[src/rtl/seg7_pkg.sv]
// Shared definitions for the result display: segment glyphs, conversion FSM states
// and the hex-to-segment lookup. Glyphs are active-high {g,f,e,d,c,b,a}.
package seg7_pkg;

    localparam logic [6:0] GLYPH_0     = 7'b0111111;
    localparam logic [6:0] GLYPH_1     = 7'b0000110;
    localparam logic [6:0] GLYPH_2     = 7'b1011011;
    localparam logic [6:0] GLYPH_3     = 7'b1001111;
    localparam logic [6:0] GLYPH_4     = 7'b1100110;
    localparam logic [6:0] GLYPH_5     = 7'b1101101;
    localparam logic [6:0] GLYPH_6     = 7'b1111101;
    localparam logic [6:0] GLYPH_7     = 7'b0000111;
    localparam logic [6:0] GLYPH_8     = 7'b1111111;
    localparam logic [6:0] GLYPH_9     = 7'b1101111;
    localparam logic [6:0] GLYPH_A     = 7'b1110111;
    localparam logic [6:0] GLYPH_B     = 7'b1111100;
    localparam logic [6:0] GLYPH_C     = 7'b0111001;
    localparam logic [6:0] GLYPH_D     = 7'b1011110;
    localparam logic [6:0] GLYPH_E     = 7'b1111001;
    localparam logic [6:0] GLYPH_F     = 7'b1110001;
    localparam logic [6:0] GLYPH_BLANK = 7'b0000000;

    localparam logic [2:0] LAST_ITER = 3'd5;

    typedef enum logic [1:0] {
        ST_IDLE  = 2'd0,
        ST_SHIFT = 2'd1,
        ST_DONE  = 2'd2
    } conv_state_e;

    function automatic logic [6:0] hex_to_seg(input logic [3:0] hex);
        logic [6:0] glyph;
        case (hex)
            4'h0: glyph = GLYPH_0;
            4'h1: glyph = GLYPH_1;
            4'h2: glyph = GLYPH_2;
            4'h3: glyph = GLYPH_3;
            4'h4: glyph = GLYPH_4;
            4'h5: glyph = GLYPH_5;
            4'h6: glyph = GLYPH_6;
            4'h7: glyph = GLYPH_7;
            4'h8: glyph = GLYPH_8;
            4'h9: glyph = GLYPH_9;
            4'hA: glyph = GLYPH_A;
            4'hB: glyph = GLYPH_B;
            4'hC: glyph = GLYPH_C;
            4'hD: glyph = GLYPH_D;
            4'hE: glyph = GLYPH_E;
            default: glyph = GLYPH_F;
        endcase
        return glyph;
    endfunction

endpackage

[src/rtl/bin2bcd_seq.sv]
// Sequential double-dabble: converts a 6-bit binary value into two BCD digits
// over six shift cycles, followed by a one-cycle DONE state.
module bin2bcd_seq
    import seg7_pkg::*;
(
    input  logic       clk,
    input  logic       rst_n,
    input  logic       start,
    input  logic [5:0] bin,
    output logic       busy,
    output logic       done,
    output logic [3:0] tens,
    output logic [3:0] units
);

    conv_state_e state_q, state_d;
    logic [2:0]  iter_q, iter_d;
    logic [13:0] shift_q, shift_d;
    logic [13:0] adjusted;
    logic [3:0]  tensAdj, unitsAdj;

    always_comb begin
        state_d  = state_q;
        iter_d   = iter_q;
        shift_d  = shift_q;
        tensAdj  = (shift_q[13:10] >= 4'd5) ? shift_q[13:10] + 4'd3 : shift_q[13:10];
        unitsAdj = (shift_q[9:6] >= 4'd5) ? shift_q[9:6] + 4'd3 : shift_q[9:6];
        adjusted = {tensAdj, unitsAdj, shift_q[5:0]};
        case (state_q)
            ST_IDLE: begin
                if (start) begin
                    shift_d = {8'd0, bin};
                    iter_d  = 3'd0;
                    state_d = ST_SHIFT;
                end
            end
            ST_SHIFT: begin
                shift_d = adjusted << 1;
                if (iter_q == LAST_ITER) begin
                    state_d = ST_DONE;
                end else begin
                    iter_d = iter_q + 3'd1;
                end
            end
            ST_DONE: state_d = ST_IDLE;
            default: state_d = ST_IDLE;
        endcase
    end

    always_ff @(posedge clk or negedge rst_n) begin
        if (!rst_n) begin
            state_q <= ST_IDLE;
            iter_q  <= 3'd0;
            shift_q <= 14'd0;
        end else begin
            state_q <= state_d;
            iter_q  <= iter_d;
            shift_q <= shift_d;
        end
    end

    assign busy  = (state_q != ST_IDLE);
    assign done  = (state_q == ST_DONE);
    assign tens  = shift_q[13:10];
    assign units = shift_q[9:6];

endmodule

[src/rtl/result_7seg_driver.sv]
// Shows the operator selector's op code and 6-bit result on a 4-digit
// common-anode display as [op][blank][tens][units].
module result_7seg_driver
    import seg7_pkg::*;
#(
    parameter int REFRESH_DIV = 100_000,
    parameter bit SEG_ACT_LOW = 1'b1
)
(
    input  logic       clk,
    input  logic       rst_n,
    input  logic [5:0] result_in,
    input  logic [2:0] op_in,
    output logic [6:0] seg,
    output logic       dp,
    output logic [3:0] an,
    output logic       busy
);

    localparam int               CNT_W   = $clog2(REFRESH_DIV);
    localparam logic [CNT_W-1:0] CNT_MAX = CNT_W'(REFRESH_DIV - 1);
    localparam logic [6:0]       SEG_OFF = SEG_ACT_LOW ? 7'h7F : 7'h00;
    localparam logic [3:0]       AN_OFF  = SEG_ACT_LOW ? 4'hF : 4'h0;

    logic [5:0]       resMeta_q, resSync_q, lastConv_q, lastConv_d;
    logic [2:0]       opMeta_q, opSync_q, opHold_q, opHold_d, opDisp_q, opDisp_d;
    logic             pending_q, pending_d;
    logic [3:0]       dispTens_q, dispTens_d, dispUnits_q, dispUnits_d;
    logic [CNT_W-1:0] scanCnt_q, scanCnt_d;
    logic [1:0]       scanIdx_q, scanIdx_d;
    logic [6:0]       seg_q, seg_d, segRaw;
    logic [3:0]       an_q, an_d, anRaw;
    logic             startConv, convBusy, convDone;
    logic [3:0]       convTens, convUnits;

    // Switch inputs are asynchronous to clk and need two flops before use.
    always_ff @(posedge clk or negedge rst_n) begin
        if (!rst_n) begin
            resMeta_q <= 6'd0;
            resSync_q <= 6'd0;
            opMeta_q  <= 3'd0;
            opSync_q  <= 3'd0;
        end else begin
            resMeta_q <= result_in;
            resSync_q <= resMeta_q;
            opMeta_q  <= op_in;
            opSync_q  <= opMeta_q;
        end
    end

    always_comb begin
        lastConv_d  = lastConv_q;
        opHold_d    = opHold_q;
        pending_d   = pending_q;
        opDisp_d    = opDisp_q;
        dispTens_d  = dispTens_q;
        dispUnits_d = dispUnits_q;
        startConv   = !convBusy && (pending_q || (resSync_q != lastConv_q));
        if (startConv) begin
            lastConv_d = resSync_q;
            opHold_d   = opSync_q;
            pending_d  = 1'b0;
        end
        // The op digit tracks the switches while idle, but a finished conversion
        // shows the op that was captured together with its result.
        if (convDone) begin
            dispTens_d  = convTens;
            dispUnits_d = convUnits;
            opDisp_d    = opHold_q;
        end else if (!convBusy) begin
            opDisp_d = opSync_q;
        end
    end

    bin2bcd_seq u_bin2bcd (
        .clk   (clk),
        .rst_n (rst_n),
        .start (startConv),
        .bin   (resSync_q),
        .busy  (convBusy),
        .done  (convDone),
        .tens  (convTens),
        .units (convUnits)
    );

    always_comb begin
        scanCnt_d = scanCnt_q + CNT_W'(1);
        scanIdx_d = scanIdx_q;
        if (scanCnt_q == CNT_MAX) begin
            scanCnt_d = '0;
            scanIdx_d = scanIdx_q + 2'd1;
        end
    end

    always_comb begin
        anRaw = 4'b0001 << scanIdx_q;
        case (scanIdx_q)
            2'd0: segRaw = hex_to_seg(dispUnits_q);
            2'd1: segRaw = (dispTens_q == 4'd0) ? GLYPH_BLANK : hex_to_seg(dispTens_q);
            2'd2: segRaw = GLYPH_BLANK;
            default: segRaw = hex_to_seg({1'b0, opDisp_q});
        endcase
        seg_d = SEG_ACT_LOW ? ~segRaw : segRaw;
        an_d  = SEG_ACT_LOW ? ~anRaw : anRaw;
    end

    always_ff @(posedge clk or negedge rst_n) begin
        if (!rst_n) begin
            lastConv_q  <= 6'd0;
            opHold_q    <= 3'd0;
            pending_q   <= 1'b1;
            opDisp_q    <= 3'd0;
            dispTens_q  <= 4'd0;
            dispUnits_q <= 4'd0;
            scanCnt_q   <= '0;
            scanIdx_q   <= 2'd0;
            seg_q       <= SEG_OFF;
            an_q        <= AN_OFF;
        end else begin
            lastConv_q  <= lastConv_d;
            opHold_q    <= opHold_d;
            pending_q   <= pending_d;
            opDisp_q    <= opDisp_d;
            dispTens_q  <= dispTens_d;
            dispUnits_q <= dispUnits_d;
            scanCnt_q   <= scanCnt_d;
            scanIdx_q   <= scanIdx_d;
            seg_q       <= seg_d;
            an_q        <= an_d;
        end
    end

    assign seg  = seg_q;
    assign an   = an_q;
    assign dp   = SEG_ACT_LOW ? 1'b1 : 1'b0;
    assign busy = convBusy;

endmodule
[config.mk]
export PLATFORM = sky130hd
export DESIGN_NAME = result_7seg_driver
export DESIGN_NICKNAME = d
export VERILOG_FILES = /design/src/rtl/seg7_pkg.sv /design/src/rtl/bin2bcd_seq.sv /design/src/rtl/result_7seg_driver.sv
export SDC_FILE = /design/constraint.sdc
export NUM_CORES = 1
export LEC_CHECK = 0
export ABC_AREA = 1
export BUFFER_PORTS_ARGS = -buffer_cell sky130_fd_sc_hd__buf_2
export CORE_MARGIN = 3
export CORE_UTILIZATION = 53
export DETAILED_ROUTE_END_ITERATION = 8
export PLACE_DENSITY = 0.71
export SYNTH_ARGS = -nofsm -noshare
export SYNTH_HDL_FRONTEND = slang
export SYNTH_SLANG_ARGS = --single-unit
[constraint.sdc]
create_clock -name clk -period 3.7 [get_ports clk]
set_input_delay 0.74 -clock clk [delete_from_list [all_inputs] [get_ports clk]]
set_output_delay 0.74 -clock clk [all_outputs]
set_load 0.005 [all_outputs]
==> run metrics <==
HP Class reg2reg; Synth Register Bits 88; sequential cell area fraction in the yosys report 0.4909; postcts setup bufs 0; via count 3,410; full die area 0.009666 sq mm; CTS sink count 88; Avg Cell Area, Syn 8.587 sq um; Final Max Slew Viols 0; Fillers 727; num ports 24; share of cells above drive strength 1 0.1377; DRC 0; ant diodes 0; Setup CP Type reg2out; RSZ-0062 raised after global routing no; vias in the first global route 3,184; Worst Setup End Kind primary output; Final GP Congestion 0.8402; DP HPWL 5.676 mm; buffer depth of the longest clock path 2; Max Cap Violations 0; crit-path max FO 13; die height 98.32 microns; TNS Setup 0 ns; total CTS buffers 9; CP endpoint busy; Vias/cell 5.190; Global Route Usage Sum 0.1723; asr flop ratio synth 1.000; worst skew pair latency 0.35 ns; # resized after CTS 0; cts hold-fix bufs 0; post-route ant nets 0; DIE WIDTH 98.32 microns; Relative slew margins 0.2912; initial antenna violation count 0; Ys Warns 0; Worst-Margin Slew 1.063 ns; Congestion Overflow GR 0; startpoint types register; r2r setup slk 2.09 ns; Initial DRC Count 188; # rows 33; Worst Hold Path Cells 0; post-DR wirelength/cell 12.09 microns; Initial Utilization 0.5470; Leak 2.381 nW; Worst R2R Start lastConv_q[4]$_DFFE_PN0P_; H-Tree Depth 3; Tcrit/Tclk final 0.5507; syn_nets 567; Worst EP arrival 1.30 ns; Mapped Area 0.004517 sq mm; Yosys cell types 36; CP required 2.96 ns; clk_skew 0.01042 ns; hold_ws 0.3537 ns; Worst R2R End u_bin2bcd.shift_q[3]$_DFFE_PN0P_; maximum clock frequency 0.4907 GHz; clk slew on worst S/H paths 0.09 ns; number of flops mapped to enable cells by yosys 0; largest net degree at the start of global routing 89; Pre-antenna DRT Iters 4; clock root buffer clkbuf_8; detailed-route wire length 7.945 mm; Final min period 2.038 ns; worst reg2reg path depth 9; final design utilization 0.5923; layout net count 588; min-delay src opMeta_q[0]$_DFF_PN0_; worst vdd ir 355.7 uV; Layout area overhead 8.283%; setup violators final 0; Post-Syn Instances 526; TritonCTS clock tree yes; Critical path origin u_bin2bcd.state_q[1]$_DFFE_PN0P_; Port Buf Inserts 22; outcome finished clean; final hold vios 0; first-pass GRT wire length 13.72 mm; Main synth FF type dfrtp_1; Pwr per Cell Area 681.3 mW/mm^2; core area 0.008258 sq mm
Yosys cell counts, types with 2 or more instances:
cell type    n  area, sq um
o211ai_1     8        60.06
nand3_1     48        240.2
nor2_4       2        22.52
ha_1        30        375.4
nand2_1    125        469.2
inv_2        7        26.28
nor3_1       7        35.03
inv_1       60        225.2
dfrtp_1     76         1902
nand4_1      9        56.30
nor2_1      30        112.6
xor2_1       7        61.31
nor2_2       7        43.79
buf_4        2        15.01
o21ai_1      6        30.03
clkinv_1     2        7.510
nand3_2      2        20.02
dfstp_2     12        315.3
a21oi_1     17        85.08
or2_2        2        12.51
buf_6        3        33.78
buf_2        7        35.03
o21ai_0     44        220.2
worst min path at each step:
| stage | endpoint | slack [ns] |
|---|---|---|
| after floorplan | opSync_q[0]$_DFF_PN0_ | 0.33 |
| after global placement | resSync_q[3]$_DFF_PN0_ | 0.33 |
| after detailed placement | resSync_q[5]$_DFF_PN0_ | 0.34 |
| after CTS | resSync_q[5]$_DFF_PN0_ | 0.36 |
| after global routing | opSync_q[0]$_DFF_PN0_ | 0.36 |
| final | opSync_q[0]$_DFF_PN0_ | 0.35 |
power breakdown:
group / internal [mW] / switching, mW
Clock: 0.339 / 0.357
Sequential: 1.22 / 0.215
Combinational: 0.433 / 0.766
metrics by stage:
stage          cells  instance area (sq um)  total power, mW  setup slack (ns)
2_1_floorplan    526                   4517            2.389             1.971
3_3_place_gp     641                   4681            2.611             2.018
3_5_place_dp     641                   4681            2.663             1.992
4_1_cts          657                   4891            3.366             1.642
5_1_grt          657                   4891            3.638             1.545
6_report         657                   4891            3.332             1.662
logic make-up (layout without fill, tap and decap cells):
logic type / after synthesis / in the layout / synth area share
AOI/OAI and AO/OA: 81 / 81 / 0.09751
buffers and inverters: 82 / 108 / 0.07673
xor gates and xnor gates: 8 / 8 / 0.01551
adders and majority gates: 30 / 30 / 0.08310
other: 1 / 1 / 0.0008302
and+or+nand+nor: 236 / 236 / 0.2355
DFF: 88 / 88 / 0.4909
final cells by class:
cell class                 count  area, sq um  share of cell area
clock inverter                 6        72.57             0.01484
inverter                      69        259.0             0.05295
tap                          105        131.4             0.02686
clock buffer                  10        137.6             0.02814
sequential                    88         2217              0.4533
multi-input combinational    356         1953              0.3993
timing repair buffer          23        120.1             0.02456
registers in the layout, indices dropped and copies added (netlist names), 4 cells and up:
signal	cells
scanCnt_q	17
u_bin2bcd.shift_q	14
seg	7
lastConv_q	6
resMeta_q	6
resSync_q	6
an	4
dispTens_q	4
dispUnits_q	4
placed cells by master (no fill, tap or decap), types with 2 or more instances in the layout:
master / count
buf_2: 21
nor3_1: 7
nand3_2: 2
clkinv_1: 2
o211ai_1: 8
nand3_1: 48
inv_1: 60
o21ai_0: 44
ha_1: 30
o21ai_1: 6
or2_2: 2
nand2_1: 125
inv_6: 3
nor2_4: 2
nor2_2: 7
a21oi_1: 17
xor2_1: 7
dfrtp_1: 76
clkbuf_8: 10
buf_4: 2
nor2_1: 30
inv_2: 7
dfstp_2: 12
nand4_1: 9
critical path, cell delays in order, from the launching register on:
cell	delay [ns]
dfrtp_1	0.45
nor2_1	0.12
buf_4	0.20
inv_1	0.05
buf_2	0.12
per-layer routing:
layer / vias up / GRT usage / part of all wire / wire length [microns]
met4: 0 / 0.07248 / 0.018 / 140
met1: 1595 / 0.2311 / 0.47 / 3729
met2: 62 / 0.2761 / 0.47 / 3768
li1: 1742 / - / - / -
met5: - / 0 / 0 / 0
met3: 11 / 0.03143 / 0.039 / 307
No activity file was read; power rests on OpenSTA's default activity.
